===== src/rtl/sc_collatz_engine_if.sv =====
// Handshake and datapath bundle for the Collatz engine.
// The controller (master) drives the commands and the engine (slave) returns the results.
interface sc_collatz_engine_if #(
  parameter int DATAWIDTH_BUS   = 8,
  parameter int DATAWIDTH_STEPS = 8
);
  logic                       SC_COLLATZ_start_In;
  logic                       SC_COLLATZ_abort_In;
  logic                       SC_COLLATZ_stepmode_In;
  logic                       SC_COLLATZ_step_In;
  logic [DATAWIDTH_BUS-1:0]   SC_COLLATZ_seed_InBUS;
  logic [DATAWIDTH_BUS-1:0]   SC_COLLATZ_value_OutBUS;
  logic [DATAWIDTH_STEPS-1:0] SC_COLLATZ_steps_OutBUS;
  logic [DATAWIDTH_BUS-1:0]   SC_COLLATZ_peak_OutBUS;
  logic                       SC_COLLATZ_busy_Out;
  logic                       SC_COLLATZ_done_Out;
  logic                       SC_COLLATZ_overflow_Out;
  logic                       SC_COLLATZ_timeout_Out;

  modport master (
    output SC_COLLATZ_start_In, SC_COLLATZ_abort_In, SC_COLLATZ_stepmode_In,
           SC_COLLATZ_step_In, SC_COLLATZ_seed_InBUS,
    input  SC_COLLATZ_value_OutBUS, SC_COLLATZ_steps_OutBUS, SC_COLLATZ_peak_OutBUS,
           SC_COLLATZ_busy_Out, SC_COLLATZ_done_Out, SC_COLLATZ_overflow_Out,
           SC_COLLATZ_timeout_Out
  );

  modport slave (
    input  SC_COLLATZ_start_In, SC_COLLATZ_abort_In, SC_COLLATZ_stepmode_In,
           SC_COLLATZ_step_In, SC_COLLATZ_seed_InBUS,
    output SC_COLLATZ_value_OutBUS, SC_COLLATZ_steps_OutBUS, SC_COLLATZ_peak_OutBUS,
           SC_COLLATZ_busy_Out, SC_COLLATZ_done_Out, SC_COLLATZ_overflow_Out,
           SC_COLLATZ_timeout_Out
  );
endinterface


===== src/rtl/sc_collatz_engine.sv =====
// Collatz sequence engine: loads a seed and iterates n/2 or 3n+1 until n==1,
// tracking step count and peak, with overflow and step-limit error detection.
module sc_collatz_engine #(
  parameter int DATAWIDTH_BUS   = 8,
  parameter int DATAWIDTH_STEPS = 8
) (
  input  logic                SC_COLLATZ_CLOCK_50,
  input  logic                SC_COLLATZ_RESET_InHigh,
  sc_collatz_engine_if.slave  bus
);
  localparam int W = DATAWIDTH_BUS;
  localparam int S = DATAWIDTH_STEPS;

  typedef enum logic [1:0] {IDLE, RUN, DONE, ERR} stateT;

  stateT          state, stateNext;
  logic [W-1:0]   value, valueNext;
  logic [W-1:0]   peak, peakNext;
  logic [S-1:0]   steps, stepsNext;
  logic           busy, busyNext;
  logic           done, doneNext;
  logic           overflow, overflowNext;
  logic           timeout, timeoutNext;

  logic           stepEn;
  logic           load;
  logic           stepGo;
  logic           oddN;
  logic [W+1:0]   tripled;
  logic [W+1:0]   candidate;
  logic           overflowHit;
  logic           timeoutHit;
  logic           stepOk;

  // 3n+1 is formed as n + 2n + 1 at W+2 bits so the carry-out reveals overflow.
  assign oddN        = value[0];
  assign tripled     = {2'b00, value} + {1'b0, value, 1'b0} + (W+2)'(1);
  assign candidate   = oddN ? tripled : {2'b00, (value >> 1)};
  assign overflowHit = oddN && (|tripled[W+1:W]);
  assign timeoutHit  = (steps == '1);

  assign stepEn = !bus.SC_COLLATZ_stepmode_In || bus.SC_COLLATZ_step_In;
  assign load   = (state != RUN) && !bus.SC_COLLATZ_abort_In && bus.SC_COLLATZ_start_In;
  assign stepGo = (state == RUN) && !bus.SC_COLLATZ_abort_In && stepEn;
  assign stepOk = stepGo && !timeoutHit && !overflowHit;

  always_ff @(posedge SC_COLLATZ_CLOCK_50 or posedge SC_COLLATZ_RESET_InHigh) begin
    if (SC_COLLATZ_RESET_InHigh) begin
      state    <= IDLE;
      value    <= '0;
      peak     <= '0;
      steps    <= '0;
      busy     <= 1'b0;
      done     <= 1'b0;
      overflow <= 1'b0;
      timeout  <= 1'b0;
    end else begin
      state    <= stateNext;
      value    <= valueNext;
      peak     <= peakNext;
      steps    <= stepsNext;
      busy     <= busyNext;
      done     <= doneNext;
      overflow <= overflowNext;
      timeout  <= timeoutNext;
    end
  end

  always_comb begin
    stateNext = state;
    unique case (state)
      RUN: begin
        if (bus.SC_COLLATZ_abort_In) begin
          stateNext = IDLE;
        end else if (stepEn) begin
          if (timeoutHit || overflowHit) begin
            stateNext = ERR;
          end else if (candidate == (W+2)'(1)) begin
            stateNext = DONE;
          end
        end
      end
      default: begin
        if (bus.SC_COLLATZ_abort_In) begin
          stateNext = IDLE;
        end else if (bus.SC_COLLATZ_start_In) begin
          if (bus.SC_COLLATZ_seed_InBUS == '0) begin
            stateNext = ERR;
          end else if (bus.SC_COLLATZ_seed_InBUS == W'(1)) begin
            stateNext = DONE;
          end else begin
            stateNext = RUN;
          end
        end
      end
    endcase
  end

  // Flags are computed one cycle ahead so every output comes straight from a flop.
  always_comb begin
    valueNext    = value;
    peakNext     = peak;
    stepsNext    = steps;
    busyNext     = (stateNext == RUN);
    doneNext     = (stateNext == DONE);
    overflowNext = overflow;
    timeoutNext  = timeout;

    if (bus.SC_COLLATZ_abort_In || load) begin
      overflowNext = 1'b0;
      timeoutNext  = 1'b0;
    end else if (stepGo) begin
      timeoutNext  = timeoutHit;
      overflowNext = !timeoutHit && overflowHit;
    end

    if (load) begin
      valueNext = bus.SC_COLLATZ_seed_InBUS;
      peakNext  = bus.SC_COLLATZ_seed_InBUS;
      stepsNext = '0;
    end else if (stepOk) begin
      valueNext = candidate[W-1:0];
      stepsNext = steps + S'(1);
      if (candidate[W-1:0] > peak) begin
        peakNext = candidate[W-1:0];
      end
    end
  end

  assign bus.SC_COLLATZ_value_OutBUS = value;
  assign bus.SC_COLLATZ_peak_OutBUS  = peak;
  assign bus.SC_COLLATZ_steps_OutBUS = steps;
  assign bus.SC_COLLATZ_busy_Out     = busy;
  assign bus.SC_COLLATZ_done_Out     = done;
  assign bus.SC_COLLATZ_overflow_Out = overflow;
  assign bus.SC_COLLATZ_timeout_Out  = timeout;
endmodule


===== src/flat_wrapper.sv =====
// flat-port wrapper written by rule: the top's interface ports become plain ports
module sc_collatz_engine_flat 
#(
  parameter int DATAWIDTH_BUS   = 8,
  parameter int DATAWIDTH_STEPS = 8
)
  (SC_COLLATZ_CLOCK_50, SC_COLLATZ_RESET_InHigh, bus_SC_COLLATZ_start_In, bus_SC_COLLATZ_abort_In, bus_SC_COLLATZ_stepmode_In, bus_SC_COLLATZ_step_In, bus_SC_COLLATZ_seed_InBUS, bus_SC_COLLATZ_value_OutBUS, bus_SC_COLLATZ_steps_OutBUS, bus_SC_COLLATZ_peak_OutBUS, bus_SC_COLLATZ_busy_Out, bus_SC_COLLATZ_done_Out, bus_SC_COLLATZ_overflow_Out, bus_SC_COLLATZ_timeout_Out);
  sc_collatz_engine_if #(.DATAWIDTH_BUS(DATAWIDTH_BUS), .DATAWIDTH_STEPS(DATAWIDTH_STEPS)) bus_i ();
  input  logic SC_COLLATZ_CLOCK_50;
  input  logic SC_COLLATZ_RESET_InHigh;
  input wire logic [$bits(bus_i.SC_COLLATZ_start_In)-1:0] bus_SC_COLLATZ_start_In;
  input wire logic [$bits(bus_i.SC_COLLATZ_abort_In)-1:0] bus_SC_COLLATZ_abort_In;
  input wire logic [$bits(bus_i.SC_COLLATZ_stepmode_In)-1:0] bus_SC_COLLATZ_stepmode_In;
  input wire logic [$bits(bus_i.SC_COLLATZ_step_In)-1:0] bus_SC_COLLATZ_step_In;
  input wire logic [$bits(bus_i.SC_COLLATZ_seed_InBUS)-1:0] bus_SC_COLLATZ_seed_InBUS;
  output wire logic [$bits(bus_i.SC_COLLATZ_value_OutBUS)-1:0] bus_SC_COLLATZ_value_OutBUS;
  output wire logic [$bits(bus_i.SC_COLLATZ_steps_OutBUS)-1:0] bus_SC_COLLATZ_steps_OutBUS;
  output wire logic [$bits(bus_i.SC_COLLATZ_peak_OutBUS)-1:0] bus_SC_COLLATZ_peak_OutBUS;
  output wire logic [$bits(bus_i.SC_COLLATZ_busy_Out)-1:0] bus_SC_COLLATZ_busy_Out;
  output wire logic [$bits(bus_i.SC_COLLATZ_done_Out)-1:0] bus_SC_COLLATZ_done_Out;
  output wire logic [$bits(bus_i.SC_COLLATZ_overflow_Out)-1:0] bus_SC_COLLATZ_overflow_Out;
  output wire logic [$bits(bus_i.SC_COLLATZ_timeout_Out)-1:0] bus_SC_COLLATZ_timeout_Out;
  assign bus_i.SC_COLLATZ_start_In = bus_SC_COLLATZ_start_In;
  assign bus_i.SC_COLLATZ_abort_In = bus_SC_COLLATZ_abort_In;
  assign bus_i.SC_COLLATZ_stepmode_In = bus_SC_COLLATZ_stepmode_In;
  assign bus_i.SC_COLLATZ_step_In = bus_SC_COLLATZ_step_In;
  assign bus_i.SC_COLLATZ_seed_InBUS = bus_SC_COLLATZ_seed_InBUS;
  assign bus_SC_COLLATZ_value_OutBUS = bus_i.SC_COLLATZ_value_OutBUS;
  assign bus_SC_COLLATZ_steps_OutBUS = bus_i.SC_COLLATZ_steps_OutBUS;
  assign bus_SC_COLLATZ_peak_OutBUS = bus_i.SC_COLLATZ_peak_OutBUS;
  assign bus_SC_COLLATZ_busy_Out = bus_i.SC_COLLATZ_busy_Out;
  assign bus_SC_COLLATZ_done_Out = bus_i.SC_COLLATZ_done_Out;
  assign bus_SC_COLLATZ_overflow_Out = bus_i.SC_COLLATZ_overflow_Out;
  assign bus_SC_COLLATZ_timeout_Out = bus_i.SC_COLLATZ_timeout_Out;
  sc_collatz_engine #(.DATAWIDTH_BUS(DATAWIDTH_BUS), .DATAWIDTH_STEPS(DATAWIDTH_STEPS)) u_core (.SC_COLLATZ_CLOCK_50(SC_COLLATZ_CLOCK_50), .SC_COLLATZ_RESET_InHigh(SC_COLLATZ_RESET_InHigh), .bus(bus_i));
endmodule

===== config.mk =====
export PLATFORM = sky130hd
export DESIGN_NAME = sc_collatz_engine_flat
export DESIGN_NICKNAME = d
export VERILOG_FILES = /design/src/rtl/sc_collatz_engine_if.sv /design/src/rtl/sc_collatz_engine.sv /design/src/flat_wrapper.sv
export SDC_FILE = /design/constraint.sdc
export NUM_CORES = 1
export LEC_CHECK = 0
export BUFFER_PORTS_ARGS = -buffer_cell sky130_fd_sc_hd__buf_4
export CELL_PAD_IN_SITES_DETAIL_PLACEMENT = 0
export CELL_PAD_IN_SITES_GLOBAL_PLACEMENT = 1
export CORE_UTILIZATION = 42
export CTS_BUF_LIST = sky130_fd_sc_hd__clkbuf_8
export DETAILED_ROUTE_END_ITERATION = 8
export GPL_TIMING_DRIVEN = 0
export MAX_ROUTING_LAYER = met4
export PLACE_DENSITY_LB_ADDON = 0.3
export SLEW_MARGIN = 10
export SYNTH_ARGS = -nofsm -noshare
export SYNTH_HDL_FRONTEND = slang
export SYNTH_SLANG_ARGS = --single-unit

===== constraint.sdc =====
create_clock -name SC_COLLATZ_CLOCK_50 -period 4.6 [get_ports SC_COLLATZ_CLOCK_50]
set_input_delay 0.92 -clock SC_COLLATZ_CLOCK_50 [delete_from_list [all_inputs] [get_ports SC_COLLATZ_CLOCK_50]]
set_output_delay 0.92 -clock SC_COLLATZ_CLOCK_50 [all_outputs]
set_load 0.05 [all_outputs]

# Word-level counts from Yosys, hierarchy flattened
# Index checks and enable logic that the tools add are counted.
[classes] addsub=3 order_cmp=1 eq_ne=7 n_mux=21 reduce_logical=21
[op_table] operator="8-bit 2-to-1 mux" n=7
[op_table] operator="2-bit 2-to-1 mux" n=9
[op_table] operator="10-bit by 1-bit adder with 10-bit output (second input constant)" n=1
[op_table] operator="8-bit by 9-bit adder with 10-bit output" n=1
[op_table] operator="10-bit by 1-bit equality test with 1-bit output (second input constant)" n=1
[op_table] operator="10-bit 2-to-1 mux" n=1
[op_table] operator="8-bit by 1-bit adder with 8-bit output (second input constant)" n=1
[op_table] operator="8-bit by 1-bit equality test with 1-bit output (second input constant)" n=1
[op_table] operator="8-bit equality test (second input constant)" n=1
[op_table] operator="8-bit greater-than comparator" n=1
[op_table] operator="1-bit logical AND" n=8
[op_table] operator="8-bit logical NOT" n=1
[op_table] operator="2-bit nonzero test" n=3
[op_table] operator="2-bit by 1-bit equality test with 1-bit output (second input constant)" n=2
[op_table] operator="1-bit logical NOT" n=4
[op_table] operator="1-bit 2-to-1 mux" n=4
[op_table] operator="1-bit logical OR" n=3
[op_table] operator="2-bit equality test (second input constant)" n=1
[op_table] operator="2-bit by 1-bit inequality test with 1-bit output (second input constant)" n=1
[op_table] operator="2-bit AND reduction" n=1
[op_table] operator="2-bit OR reduction" n=1
[word_totals] reg_bits=30 input_bits=14 wordCells=61

# Logic depth before layout (Yosys ltp)
# Gate-level depths: netlist (run 1).
[logic_depth] ltp_word=10 mapped_depth=15

# Least setup slack after synthesis (run 1)
# OpenSTA, ideal clock, no wires.
[synth_timing] kind="register to register" from="register u_core.value[0] (netlist: u_core.bus.SC_COLLATZ_value_OutBUS[0])" to="register u_core.peak[7] (netlist: u_core.bus.SC_COLLATZ_peak_OutBUS[7])" setup_ns=0.125 arrival_ns=3.462 required_ns=4.475 slack_ns=1.014 stages_incl_launch_ff=14 period_less_slack_ns=3.586 cell_sequence="dfrtp_1 > inv_1 > ha_1 > nand2b_1 > a21oi_1 > or3_1 > a31oi_1 > inv_1 > ha_1 > nand3_1 > nor3_1 > a21oi_1 > a31oi_2 > mux2_2"
[synth_via] elab_chain_cells=8 word_cells_on_any_way=14
[synth_lines] element="start: declaration" line_no="sc_collatz_engine.sv:17" text="logic [W-1:0] value, valueNext;"
[synth_lines] element="start signal: assignment" line_no="sc_collatz_engine.sv:59" text="value <= valueNext;"
[synth_lines] element="branches (longest 8 deep; another with 8-bit by 9-bit adder with 10-bit output)"
[synth_lines] element="end signal: assignment" line_no="sc_collatz_engine.sv:60" text="peak <= peakNext;"
[synth_lines] element="end: declaration" line_no="sc_collatz_engine.sv:18" text="logic [W-1:0] peak, peakNext;"
# Several ways; the timed one is not identified. The select of a mux whose other input is x is not followed.
# A chain may end at the register's enable or synchronous reset.

# Worst setup path after layout (run 1)
[layout_timing] from="register u_core.value[2] (netlist: u_core.bus.SC_COLLATZ_value_OutBUS[2])" to="register u_core.peak[4] (netlist: u_core.bus.SC_COLLATZ_peak_OutBUS[4])"
# Same word-level chain as after synthesis.

==> results of run 1 <==
==> area by class of cell <==
type | count | area, um^2 | area share
clock buffer | 6 | 82.6 | 0.0288
inverter | 24 | 90.1 | 0.0314
multi-input combinational | 211 | 1490 | 0.518
buffer | 15 | 65.1 | 0.0227
clock inverter | 2 | 8.76 | 0.00306
sequential | 30 | 751 | 0.262
timing repair buffer | 39 | 293 | 0.102
tap | 72 | 90.1 | 0.0314
==> how the worst max path moves through the flow <==
stage               cells past startpoint                                   end  slack, ps                             startpoint
CTS                                    13  u_core.bus.SC_COLLATZ_peak_OutBUS[1]        750  u_core.bus.SC_COLLATZ_value_OutBUS[2]
finish                                 14  u_core.bus.SC_COLLATZ_peak_OutBUS[4]        760  u_core.bus.SC_COLLATZ_value_OutBUS[2]
detailed placement                     14  u_core.bus.SC_COLLATZ_peak_OutBUS[4]        810  u_core.bus.SC_COLLATZ_value_OutBUS[2]
global route                           13  u_core.bus.SC_COLLATZ_peak_OutBUS[7]        450  u_core.bus.SC_COLLATZ_value_OutBUS[0]
global placement                       14  u_core.bus.SC_COLLATZ_peak_OutBUS[4]        840  u_core.bus.SC_COLLATZ_value_OutBUS[2]
floorplan                              13  u_core.bus.SC_COLLATZ_peak_OutBUS[7]       1010  u_core.bus.SC_COLLATZ_value_OutBUS[0]
==> state kept, by name, indices dropped and copies added, names as in the netlist <==
signal                              flops
u_core.bus.SC_COLLATZ_value_OutBUS      8
u_core.bus.SC_COLLATZ_overflow_Out      1
u_core.bus.SC_COLLATZ_peak_OutBUS       8
u_core.bus.SC_COLLATZ_busy_Out          1
u_core.bus.SC_COLLATZ_timeout_Out       1
u_core.bus.SC_COLLATZ_steps_OutBUS      8
u_core.bus.SC_COLLATZ_done_Out          1
u_core.state                            2
==> kinds of logic (layout without fill, tap and decap cells) <==
family,Yosys count,count (layout),share of synthesized area
fa+ha+maj,21,21,0.113
xor+xnor,2,2,0.00733
simple gates,92,92,0.209
mux,7,7,0.0304
flops,30,30,0.314
buf+inv,39,86,0.0649
compound gates,89,89,0.261
==> synth_stat cells, drive strengths merged (4+ instances only) <==
cell / instances
dfrtp: 30
inv: 24
a21oi: 22
ha: 20
nand2: 18
clkbuf: 13
nor2: 13
o21ai: 11
nor3: 10
a21o: 7
a31oi: 7
nand3: 7
o31ai: 7
a221oi: 6
and3: 6
nor2b: 6
or4: 6
mux2i: 5
nand4: 5
and4: 4
or3: 4
==> through the flow <==
stage / std cells / area, um^2 / util / hold WS (ps)
global route: 399 / 2870 / 0.520 / 588
global placement: 391 / 2770 / 0.504 / 531
floorplan: 280 / 2390 / - / 720
CTS: 399 / 2870 / 0.520 / 559
detailed placement: 391 / 2770 / 0.504 / 544
finish: 399 / 2870 / 0.520 / 551
==> worst max-delay path, stage by stage, from the launching register on <==
cell      delay (ps)
dfrtp_1          490
ha_1             410
a21oi_1          230
nand2_1          160
xor2_1           170
mux2i_1          460
inv_1            100
ha_1             310
nand3_1          110
o21bai_1         170
a21o_1           150
a21oi_1          310
and3_1           200
clkbuf_1         260
a221oi_1         130
==> metal layers <==
layer / track usage / part of all wire / up-vias
li1: - / - / 1145
met1: 0.354 / 0.50 / 1129
met2: 0.361 / 0.45 / 64
met3: 0.0247 / 0.043 / 6
met4: 0.0642 / 0.0072 / 0
met5: - / 0 / -
==> qor.csv, run 1 <==
stage,metric,value,unit
floorplanning,I/O Pins,42,
grt,initial antenna violation count,0,
detailed_routing,Detailed Route WL,6690,um
hold_path,Hold Path Class,reg -> reg,
cts,CTS tree,built,
synth,Mapped Area,0.00239,mm^2
layout,Fillers,546,
cts,Num Clock Sinks,30,
critical_path,Worst EP required,4730,ps
timing,period utilization,0.834,
layout,ant diodes,0,
detailed_routing,DRC viols,2,
layout,"commonest cells after routing, fill and taps aside","39 x buf_4, 30 x dfrtp_1, 24 x inv_1, 21 x a21oi_1, 20 x ha_1",
floorplanning,Die X,77.5,um
cts,CTS Hold Buffers Added,0,
cts,clock root cell,clkbuf_8,
timing,worst slew pin tran,656,ps
synth,ys flop type,dfrtp_1,
hold_path,Hold Path Sink,u_core.bus.SC_COLLATZ_peak_OutBUS[7],
detailed_routing,Routed wire per std cell,16.8,um
detailed_routing,via count,2344,
timing,Peak Freq,261,MHz
synth,syn avg cell area,8.54,um^2
cts,number of buffers created by CTS,5,
synth,Mapped Nets,315,
grt,GRT Overall Usage,0.244,
placement,IO buf count,39,
layout,Area Growth Syn to Fin,19.8,%
detailed_routing,ANT nets after route,0,
synth,sequential area share after synthesis,0.314,
layout,nets@finish,361,
cts,CTS H-tree depth,2,
critical_path,worst-path maximum fanout,7,
cts,post_cts resized,0,
grt,global route total overflow,0,
layout,"most common cell after layout, fill and taps aside",buf_4,
timing,Fin Setup TNS,0,ps
detailed_routing,vias per cell,5.87,
timing,max-slew violations,0,
timing,Slew headroom,0.562,
critical_path,Critical Path AT,3970,ps
floorplanning,core box area,0.00551,mm^2
cts,Clock Pin Slew Worst Setup and Hold Paths,70,ps
synth,post-synth cell types,53,
synth,asr flop ratio synth,1.00,
layout,layout cells sized above 1,0.183,
synth,top-area cell type share of the netlist area,0.314,
synth,post-synth top area cell,dfrtp_1,
cts,post-CTS setup buffers,0,
synth,Post-synth EDFFs,0,
critical_path,"reg-to-reg slack, setup",760,ps
timing,unrepaired setup endpoints after global routing,false,
synth,"flops & latches, synth",30,
run,max_cap viols,0,
hold_path,worst hold start,u_core.bus.SC_COLLATZ_peak_OutBUS[7],
cts,clock tree buffer depth,2,
critical_path,FF-to-FF Start,u_core.bus.SC_COLLATZ_value_OutBUS[2],
placement,dpl hpwl,4940,um
critical_path,FF-to-FF path depth,14,
critical_path,startpoint types,flop,
floorplanning,Std-Cell Rows,27,
grt,vias in the first global route,2183,
synth,gate count after technology mapping,280,
floorplanning,Initial Utilization,0.434,
grt,largest net degree at the start of global routing,31,
placement,Placer Congestion,0.840,
critical_path,reg2reg end,u_core.bus.SC_COLLATZ_peak_OutBUS[4],
hold_path,hold depth,1,
outcome,violated checks,DRC,
floorplanning,Die Footprint,0.00600,mm^2
timing,Period minus WS final,3840,ps
timing,Setup Skew,11.3,ps
timing,Final Worst Setup Slack,762,ps
cts,Clock Latency Late Sink,280,ps
synth,synth warn,0,
detailed_routing,DRT Pass-1 Iters,6,
outcome,status,finished with violations,
timing,setup violators final,0,
synth,Synth area leaders,"dfrtp_1 31%, ha_1 10%, a21oi_1 4.4%",
timing,Final Hold Viols,0,
critical_path,Worst setup EP type,flop,
placement,pre-CTS setup slack,810,ps
detailed_routing,Starting DRT DRC Count,162,
critical_path,CP Class,reg -> reg,
floorplanning,Die Ht,77.5,um
grt,first-pass GRT wire length,11200,um
Power of run 1 is left out: the tool's default activity adds up to more than one toggle a clock period on the data nets, which glitch-free logic cannot reach.
==> run 2, diff against run 1 <==
--- a/config.mk
+++ b/config.mk
@@ -5,10 +5,11 @@
 export SDC_FILE = /design/constraint.sdc
 export NUM_CORES = 1
 export LEC_CHECK = 0
+export ABC_AREA = 1
 export BUFFER_PORTS_ARGS = -buffer_cell sky130_fd_sc_hd__buf_4
 export CELL_PAD_IN_SITES_DETAIL_PLACEMENT = 0
 export CELL_PAD_IN_SITES_GLOBAL_PLACEMENT = 1
-export CORE_UTILIZATION = 42
+export CORE_UTILIZATION = 41
 export CTS_BUF_LIST = sky130_fd_sc_hd__clkbuf_8
 export DETAILED_ROUTE_END_ITERATION = 8
 export GPL_TIMING_DRIVEN = 0
==> constraint.sdc (replaced) <==
create_clock -name SC_COLLATZ_CLOCK_50 -period 3.8 [get_ports SC_COLLATZ_CLOCK_50]
set_input_delay 0.76 -clock SC_COLLATZ_CLOCK_50 [delete_from_list [all_inputs] [get_ports SC_COLLATZ_CLOCK_50]]
set_output_delay 0.76 -clock SC_COLLATZ_CLOCK_50 [all_outputs]
set_load 0.05 [all_outputs]
==> qor.csv, run 2 <==
stage,metric,value,unit,change
placement,Placer Congestion,0.786,,was 0.840
power_and_ir_drop,logic gate share of total power,0.676,,
detailed_routing,Routed wire per std cell,13.0,um,was 16.8 um
layout,"most common cell after layout, fill and taps aside",nand2_1,,was buf_4
synth,"flops & latches, synth",30,,unchanged
run,max_cap viols,0,,unchanged
placement,dpl hpwl,5050,um,was 4940 um
synth,sequential area share after synthesis,0.307,,was 0.314
power_and_ir_drop,Psw,0.00144,W,
power_and_ir_drop,switching portion of total power,0.550,,
synth,synth warn,0,,unchanged
layout,fin util,0.524,,was 0.520
detailed_routing,Starting DRT DRC Count,134,,was 162
grt,first-pass GRT wire length,10600,um,was 11200 um
synth,top-area cell type share of the netlist area,0.307,,was 0.314
synth,syn avg cell area,6.80,um^2,was 8.54 um^2
layout,layout cells sized above 1,0.174,,was 0.183
grt,global route total overflow,0,,unchanged
timing,Peak Freq,301,MHz,was 261 MHz
critical_path,worst-path maximum fanout,11,,was 7
power_and_ir_drop,P_leak,1.67,nW,
cts,clock tree buffer depth,2,,unchanged
layout,"commonest cells after routing, fill and taps aside","111 x nand2_1, 51 x inv_1, 44 x nand3_1, 41 x buf_4, 30 x dfrtp_1",,"was 39 x buf_4, 30 x dfrtp_1, 24 x inv_1, 21 x a21oi_1, 20 x ha_1"
placement,Placed Area,0.00285,mm^2,was 0.00277 mm^2
critical_path,startpoint types,flop,,unchanged
grt,vias in the first global route,2210,,was 2183
floorplanning,Std-Cell Rows,27,,unchanged
cts,post_cts resized,0,,unchanged
layout,ant diodes,0,,unchanged
outcome,status,completed,,was finished with violations
critical_path,Worst EP required,3970,ps,was 4730 ps
detailed_routing,via count,2418,,was 2344
critical_path,Critical Path AT,3490,ps,was 3970 ps
synth,most common cell in the netlist,nand2_1,,was dfrtp_1
cts,Clock Latency Late Sink,280,ps,about the same
detailed_routing,DRC viols,0,,was 2
synth,post-synth cell types,30,,was 53
synth,asr flop ratio synth,1.00,,unchanged
cts,CTS H-tree depth,2,,unchanged
synth,ys flop type,dfrtp_1,,unchanged
power_and_ir_drop,register share of total power,0.210,,
timing,Setup Skew,3.91,ps,was 11.3 ps
critical_path,start point of the critical path,u_core.bus.SC_COLLATZ_value_OutBUS[0],,was u_core.bus.SC_COLLATZ_value_OutBUS[2]
synth,post-synth top area cell,dfrtp_1,,unchanged
layout,post-route cell area,0.00296,mm^2,was 0.00287 mm^2
hold_path,Hold Path Class,reg -> reg,,unchanged
synth,Post-synth EDFFs,0,,unchanged
synth,Post-synth top cells,"111 x nand2_1, 52 x inv_1, 44 x nand3_1, 30 x dfrtp_1, 27 x nor2_1",,"was 30 x dfrtp_1, 24 x inv_1, 21 x a21oi_1, 20 x ha_1, 18 x nand2_1"
power_and_ir_drop,cell-internal power,0.00118,W,
power_and_ir_drop,clock share of power,0.114,,
floorplanning,Die X,79.3,um,was 77.5 um
floorplanning,I/O Pins,42,,unchanged
timing,max-slew violations,0,,unchanged
power_and_ir_drop,Power Dens Cells,889,mW/mm^2,
placement,IO buf count,41,,was 39
synth,Mapped Area,0.00245,mm^2,was 0.00239 mm^2
detailed_routing,Detailed Route WL,6270,um,was 6690 um
floorplanning,core box area,0.00564,mm^2,was 0.00551 mm^2
cts,CTS tree,built,,unchanged
synth,Synth area leaders,"dfrtp_1 31%, nand2_1 17%, ha_1 10%",,"was dfrtp_1 31%, ha_1 10%, a21oi_1 4.4%"
layout,nets@finish,443,,was 361
critical_path,CP Class,reg -> reg,,unchanged
cts,Clock Pin Slew Worst Setup and Hold Paths,60,ps,was 70 ps
timing,Period minus WS final,3320,ps,was 3840 ps
timing,Final Hold Viols,0,,unchanged
floorplanning,Die Footprint,0.00629,mm^2,was 0.00600 mm^2
timing,period utilization,0.874,,was 0.834
critical_path,FF-to-FF Start,u_core.bus.SC_COLLATZ_value_OutBUS[0],,was u_core.bus.SC_COLLATZ_value_OutBUS[2]
detailed_routing,DRT Pass-1 Iters,5,,was 6
power_and_ir_drop,worst vdd ir,0.416,mV,
floorplanning,Initial Utilization,0.434,,about the same
cts,clock root cell,clkbuf_8,,unchanged
hold_path,worst hold start,u_core.bus.SC_COLLATZ_overflow_Out,,was u_core.bus.SC_COLLATZ_peak_OutBUS[7]
timing,setup violators final,0,,unchanged
detailed_routing,ANT nets after route,0,,unchanged
layout,Fillers,576,,was 546
layout,Reg area,751,um^2,unchanged
synth,gate count after technology mapping,360,,was 280
cts,number of buffers created by CTS,5,,unchanged
cts,post-CTS setup buffers,0,,unchanged
layout,footprint of the multi-input gates,0.00142,mm^2,was 0.00149 mm^2
timing,Slew headroom,0.570,,was 0.562
detailed_routing,vias per cell,5.03,,was 5.87
timing,Fin Setup TNS,0,ps,unchanged
timing,worst slew pin tran,644,ps,was 656 ps
synth,Mapped Nets,395,,was 315
floorplanning,Die Ht,79.3,um,was 77.5 um
timing,unrepaired setup endpoints after global routing,false,,unchanged
grt,initial antenna violation count,0,,unchanged
cts,Num Clock Sinks,30,,unchanged
grt,largest net degree at the start of global routing,31,,unchanged
cts,CTS Hold Buffers Added,0,,unchanged
critical_path,Worst setup EP type,flop,,unchanged
layout,Area Growth Syn to Fin,20.7,%,was 19.8%
grt,GRT Overall Usage,0.228,,was 0.244
[run 2: metrics by stage]
step           hold WS [ps]  std cells  power [W]  setup WS, ps
4_1_cts                 528        481    0.00264           434
6_report                520        481    0.00263           479
2_1_floorplan           630        360    0.00186           696
3_5_place_dp            511        473    0.00234           452
3_3_place_gp            506        473    0.00231           473
5_1_grt                 570        481    0.00289           193
[run 2: power groups by stage]
stage,Combinational (W),Sequential [W],Clock [W]
after floorplan,0.00102,0.000841,0
after global placement,0.00176,0.000554,0
after detailed placement,0.00178,0.000557,0
after CTS,0.00178,0.000553,0.000305
after global routing,0.00200,0.000566,0.000322
final,0.00178,0.000553,0.000298
[run 2: kinds of logic after synthesis]
kind of cell	count (synthesis)	synth area share
fa+ha+maj	21	0.110
compound gates	32	0.0680
flops	30	0.307
xor+xnor	7	0.0250
buf+inv	66	0.114
simple gates	204	0.376
[run 2: final timing paths]
| check | to | slack [ps] | cells past startpoint |
|---|---|---|---|
| min in group asynchronous | u_core.bus.SC_COLLATZ_steps_OutBUS[4] | 570 | 2 |
| setup / recovery | u_core.bus.SC_COLLATZ_peak_OutBUS[3] | 480 | 16 |
| max in group asynchronous | u_core.bus.SC_COLLATZ_busy_Out | 2810 | 2 |
| hold reg to reg | u_core.bus.SC_COLLATZ_overflow_Out | 520 | 2 |
| hold / removal | u_core.bus.SC_COLLATZ_overflow_Out | 520 | 2 |
| setup reg to reg | u_core.bus.SC_COLLATZ_peak_OutBUS[3] | 480 | 16 |
[run 2: per-layer routing]
layer | up-vias | track usage | routed length (um)
li1 | 1246 | - | -
met1 | 1099 | 0.314 | 3150
met2 | 64 | 0.344 | 2740
met3 | 9 | 0.0368 | 277
met4 | 0 | 0.0655 | 99
met5 | - | - | 0
[run 2: worst max-delay path, stage by stage, from the launching register on]
cell and delay, ps:
dfrtp_1 570, inv_2 190, fa_1 480, inv_1 80, nand3_1 130, nand4_1 120
nand2_1 60, nor2_1 170, ha_1 290, nand2_1 80, nor2_1 40, a211oi_1 230
a21oi_1 140, or2_2 280, buf_2 170, nand3_1 110, nand2_1 70
[run 2: area by class of cell]
cell class,count,area share
multi-input cells,264,0.480
flip-flops and latches,30,0.254
repair buffers,41,0.104
inverters,59,0.0758
clock buffers,8,0.0372
well taps,72,0.0305
plain buffers,7,0.0186
Note: power is estimated with default switching activity, not from simulation.
